<file path="src/rtl/irq_sequencer.sv">
// Fixed-priority interrupt sequencer: vectors the program sequencer to VEC_BASE+id and
// returns to the saved fetch address on reti. Define IRQ_NEST_EN to allow preemption.
module irq_sequencer #(
  parameter int          N_IRQ       = 4,
  parameter logic [3:0]  VEC_BASE    = 4'h8,
  parameter int          STACK_DEPTH = 2
) (
  input  logic             clk,
  input  logic             reset,
  input  logic [N_IRQ-1:0] irq_req,
  input  logic             mask_we,
  input  logic [N_IRQ-1:0] mask_din,
  input  logic [7:0]       pm_addr,
  input  logic             reti,
  output logic             jmp,
  output logic [3:0]       jmp_addr,
  output logic             ret_jmp,
  output logic [7:0]       ret_addr,
  output logic [N_IRQ-1:0] irq_ack,
  output logic [N_IRQ-1:0] in_service,
  output logic             busy
);

  localparam int IW = 3;
`ifdef IRQ_NEST_EN
  localparam int DEPTH = STACK_DEPTH;
`else
  // Without nesting only one return address is ever outstanding.
  localparam int DEPTH = 1 + 0 * STACK_DEPTH;
`endif
  localparam int PW = $clog2(DEPTH + 1);

  typedef enum logic [1:0] {
    ST_IDLE    = 2'd0,
    ST_VECTOR  = 2'd1,
    ST_SERVICE = 2'd2,
    ST_RETURN  = 2'd3
  } state_t;

  state_t          state_q, state_d;
  logic [N_IRQ-1:0] mask_q, mask_d;
  logic [N_IRQ-1:0] in_service_q, in_service_d;
  logic [N_IRQ-1:0] ack_q, ack_d;
  logic            jmp_q, jmp_d;
  logic [3:0]      jmp_addr_q, jmp_addr_d;
  logic            ret_jmp_q, ret_jmp_d;
  logic [7:0]      ret_addr_q, ret_addr_d;
  logic [PW-1:0]   ptr_q, ptr_d;
  logic [7:0]      addr_stk_q [DEPTH];
  logic [7:0]      addr_stk_d [DEPTH];
  logic [IW-1:0]   id_stk_q [DEPTH];
  logic [IW-1:0]   id_stk_d [DEPTH];

  logic [N_IRQ-1:0] eligible;
  logic [IW-1:0]    winner;
  logic [PW-1:0]    top_idx;
  logic [7:0]       top_addr;
  logic [IW-1:0]    top_id;
  logic             preempt;
  logic             do_push;

  assign eligible = irq_req & ~mask_q & ~in_service_q;

  always_comb begin
    winner = '0;
    for (int i = N_IRQ - 1; i >= 0; i--) begin
      if (eligible[i]) winner = IW'(i);
    end
  end

  always_comb begin
    top_idx  = ptr_q - PW'(1);
    top_addr = '0;
    top_id   = '0;
    for (int i = 0; i < DEPTH; i++) begin
      if (PW'(i) == top_idx) begin
        top_addr = addr_stk_q[i];
        top_id   = id_stk_q[i];
      end
    end
  end

`ifdef IRQ_NEST_EN
  // Only a strictly higher-priority request may interrupt, and only if a slot is free.
  assign preempt = (|eligible) && (winner < top_id) && (ptr_q < PW'(DEPTH));
`else
  assign preempt = 1'b0;
`endif

  always_comb begin
    state_d      = state_q;
    mask_d       = mask_we ? mask_din : mask_q;
    in_service_d = in_service_q;
    ack_d        = '0;
    jmp_d        = 1'b0;
    jmp_addr_d   = '0;
    ret_jmp_d    = 1'b0;
    ret_addr_d   = '0;
    ptr_d        = ptr_q;
    addr_stk_d   = addr_stk_q;
    id_stk_d     = id_stk_q;
    do_push      = 1'b0;

    case (state_q)
      ST_IDLE: begin
        if (|eligible) do_push = 1'b1;
      end
      ST_VECTOR: begin
        state_d = ST_SERVICE;
      end
      ST_SERVICE: begin
        if (reti) begin
          state_d      = ST_RETURN;
          ret_jmp_d    = 1'b1;
          ret_addr_d   = top_addr;
          in_service_d = in_service_q & ~(N_IRQ'(1) << top_id);
          ptr_d        = ptr_q - PW'(1);
        end else if (preempt) begin
          do_push = 1'b1;
        end
      end
      ST_RETURN: begin
        state_d = (ptr_q != '0) ? ST_SERVICE : ST_IDLE;
      end
      default: state_d = ST_IDLE;
    endcase

    // Outputs are registered, so they are prepared on the edge entering VECTOR.
    if (do_push) begin
      state_d      = ST_VECTOR;
      jmp_d        = 1'b1;
      jmp_addr_d   = VEC_BASE + 4'(winner);
      ack_d        = N_IRQ'(1) << winner;
      in_service_d = in_service_q | (N_IRQ'(1) << winner);
      ptr_d        = ptr_q + PW'(1);
      for (int i = 0; i < DEPTH; i++) begin
        if (PW'(i) == ptr_q) begin
          addr_stk_d[i] = pm_addr;
          id_stk_d[i]   = winner;
        end
      end
    end
  end

  always_ff @(posedge clk or posedge reset) begin
    if (reset) begin
      state_q      <= ST_IDLE;
      mask_q       <= '1;
      in_service_q <= '0;
      ack_q        <= '0;
      jmp_q        <= 1'b0;
      jmp_addr_q   <= '0;
      ret_jmp_q    <= 1'b0;
      ret_addr_q   <= '0;
      ptr_q        <= '0;
      addr_stk_q   <= '{default: '0};
      id_stk_q     <= '{default: '0};
    end else begin
      state_q      <= state_d;
      mask_q       <= mask_d;
      in_service_q <= in_service_d;
      ack_q        <= ack_d;
      jmp_q        <= jmp_d;
      jmp_addr_q   <= jmp_addr_d;
      ret_jmp_q    <= ret_jmp_d;
      ret_addr_q   <= ret_addr_d;
      ptr_q        <= ptr_d;
      addr_stk_q   <= addr_stk_d;
      id_stk_q     <= id_stk_d;
    end
  end

  assign jmp        = jmp_q;
  assign jmp_addr   = jmp_addr_q;
  assign ret_jmp    = ret_jmp_q;
  assign ret_addr   = ret_addr_q;
  assign irq_ack    = ack_q;
  assign in_service = in_service_q;
  assign busy       = (state_q != ST_IDLE);

endmodule

</file>
<file path="config.mk">
export PLATFORM = sky130hd
export DESIGN_NAME = irq_sequencer
export DESIGN_NICKNAME = d
export VERILOG_FILES = /design/src/rtl/irq_sequencer.sv
export SDC_FILE = /design/constraint.sdc
export NUM_CORES = 1
export LEC_CHECK = 0
export BUFFER_PORTS_ARGS = -buffer_cell sky130_fd_sc_hd__clkbuf_2
export CAP_MARGIN = 20
export CORE_ASPECT_RATIO = 0.7
export CORE_UTILIZATION = 45
export DETAILED_ROUTE_END_ITERATION = 12
export PLACE_DENSITY = 0.71
export REMOVE_ABC_BUFFERS = 1
export SYNTH_ARGS = -nofsm -noshare
export SYNTH_HDL_FRONTEND = slang
export SYNTH_SLANG_ARGS = --single-unit
</file>
<file path="constraint.sdc">
create_clock -name clk -period 2.1 [get_ports clk]
set_clock_uncertainty 0.1 [all_clocks]
set_input_delay 0.63 -clock clk [delete_from_list [all_inputs] [get_ports clk]]
set_output_delay 0.63 -clock clk [all_outputs]
set_load 0.005 [all_outputs]
</file>
==> run metrics <==
status finished, violations left; failing checks DRC; Combinational Power Share 0.275; Yosys cell types 34; final WL 2.71 mm; area added between synthesis and finish 23.5%; per-cell routed wire length 13.9 um; relative slew slack 0.561; crit path DAT 1.20 ns; largest fanout on the critical path 5; Layout fillers 258; Final Max Tran Viols 0; final setup fails 0; final clock period utilization by the worst path 0.919; Chip Height 50.1 um; CTS Root Cell clkbuf_8; Synth warnings 0; number of diodes 0; net load switching power 0.660 mW; Sw Ratio 0.302; CTS Buf Count 5; kind of critical path flop to output pin; I/O Pins 43; Synth Area in Simple Gates 0.154; gr usage total 0.179; initial antenna violation count 0; Compound-Gate Fraction of Synth Area 0.100; RSZ-0062 raised after global routing false; worst slew pin tran 0.657 ns; deepest clock path buffer count 2; setup ws final 0.170 ns; P per Cell Area 1190 mW/mm2; main combinational cell family by area after synthesis simple AND/OR/NAND/NOR gates; vias in the first global route 1000; leading area contributor after synthesis dfrtp_1; GRT busiest layer met2; setup_tns 0 ns; port bufs 41; Synth Flop Type dfrtp_1; startpoint class of the critical path flop; proportion of synthesized area in mux cells 0.0910; Data required, critical path 1.37 ns; number of hold buffers added after cts 0; met1 GRT Util 0.231; Clock Sinks 37; Post-synth ARST share 1.00; remaining antenna violation count after routing 0; flop and latch count out of synthesis 37; HPWL Detailed 2.03 mm; Post-Syn Area 0.00149 mm2; final hold viol count 0; Via density 5.38; Post-CTS Repair Setup Buffers 0; top cell type's share of synthesized area 0.556; most common cell after layout, fill and taps aside clkbuf_2; layout cell share with drive strength beyond 1 0.490; nets@finish 177; final period demand of the worst path 1.93 ns; DRC 7; fmax 518 MHz; sequential share of the synthesized area 0.627; total power 2.19 mW; Reg power frac 0.507; Syn Area/Cell 13.6 um2; GP Congestion 0.855; Die ar. 0.00354 mm2; drt first-iter violations 120; CORE AREA 0.00315 mm2; Critical Path End Type output pin; Skew-Pair Late Insertion Delay 0.28 ns; Pint 1.53 mW; P_leak 0.915 nW; max_cap viols 0; Die Width 70.7 um; Vias 1049; Synth Area in Adders 0; CTS tree done; Syn Inst Count 109; EDFF count, synth 0; met3 usage 0.0736; XOR/XNOR Fraction of Synth Area 0; largest net degree at the start of global routing 38; H-Tree Depth 2; synth top area cells dfrtp_1 (56%), mux2_2 (9.1%), dfstp_2 (7.1%); Remaining Overflow, GRT 0; row count 17; Initial Utilization 0.472; met2 usage 0.273; IR Drop Worst-Case VDD 521 uV; clk slew on worst S/H paths 0.07 ns; Hold WC Path Type primary input to async pin; clock share of power 0.218; most frequent cells in the layout clkbuf_2 (41), dfrtp_1 (33), mux2_2 (12); first-pass GRT wire length 4.61 mm; drt pass-1 iters 8; pre-CTS setup slack 0.00860 ns
## cell type report
cell class | count | area (um2) | share of cell area
sequential | 37 | 931 | 0.508
multi-input combinational | 64 | 519 | 0.283
timing repair buffer | 45 | 235 | 0.128
clock buffer | 7 | 86.3 | 0.0471
tap | 38 | 47.5 | 0.0259
inverter | 4 | 15.0 | 0.00819
## what timing repair did
item	4_1_cts	5_1_grt
endpoints found under the hold margin	0	0
setup endpoints to repair	0	1
resized for setup	0	1
## path summary, 6_finish.rpt
path / from / endpoint / slack, ns / depth (start not counted)
setup / recovery: state_q[0] / busy / 0.17 / 3
hold / removal: reset / jmp_addr[1] / 0.33 / 3
min in group clk: addr_stk_q[6] / ret_addr[6] / 0.37 / 1
max in group asynchronous: reset / mask_q[2] / 1.23 / 3
setup reg to reg: in_service[0] / addr_stk_q[7] / 0.29 / 4
hold reg to reg: addr_stk_q[6] / ret_addr[6] / 0.37 / 1
## power groups by stage
stage | Combinational [mW] | Clock, mW | Sequential [mW]
after floorplan | 0.382 | 0 | 1.09
after global placement | 0.586 | 0 | 1.10
after detailed placement | 0.608 | 0 | 1.12
after CTS | 0.610 | 0.489 | 1.11
after global routing | 0.671 | 0.530 | 1.14
final | 0.601 | 0.477 | 1.11
## per-layer routing
layer / part of all wire / routed length, um
met1: 0.43 / 1170
met2: 0.49 / 1330
met3: 0.069 / 186
met4: 0.011 / 31
met5: 0 / 0
## synthesized netlist by cell type (all sizes together), types with 3 or more instances
| master | n |
|---|---|
| mux2 | 12 |
| inv | 4 |
| or3b | 4 |
| dfstp | 4 |
| and2 | 9 |
| nor3b | 4 |
| nand2 | 4 |
| o21ai | 3 |
| nor2 | 5 |
| dfrtp | 33 |
## through the flow
stage               hold WS [ns]  utilization  area, um2  std cells
floorplan                  0.347            -       1460        105
global placement           0.363        0.554       1750        188
detailed placement         0.366        0.554       1750        188
CTS                        0.338        0.582       1830        195
global route               0.387        0.583       1830        195
finish                     0.326        0.583       1830        195
## sequential cells by signal, summed over array words and instances, names as in the netlist
name        cells
irq_ack         4
id_stk_q        2
ret_addr        8
ptr_q           1
jmp_addr        3
addr_stk_q      8
state_q         2
in_service      4
ret_jmp         1
mask_q          4
## worst max-delay path, cell delays in order, from the launching register on
cell	delay, ns
dfrtp_1	0.43
nor2_2	0.21
inv_1	0.14
clkbuf_2	0.14
## kinds of logic after synthesis
kind of cell,Yosys count
other,1
flip-flops,37
multiplexers,12
AO/OA/AOI/OAI,17
buffers and inverters,8
AND/OR/NAND/NOR,34
(Power assumes the default switching activity.)
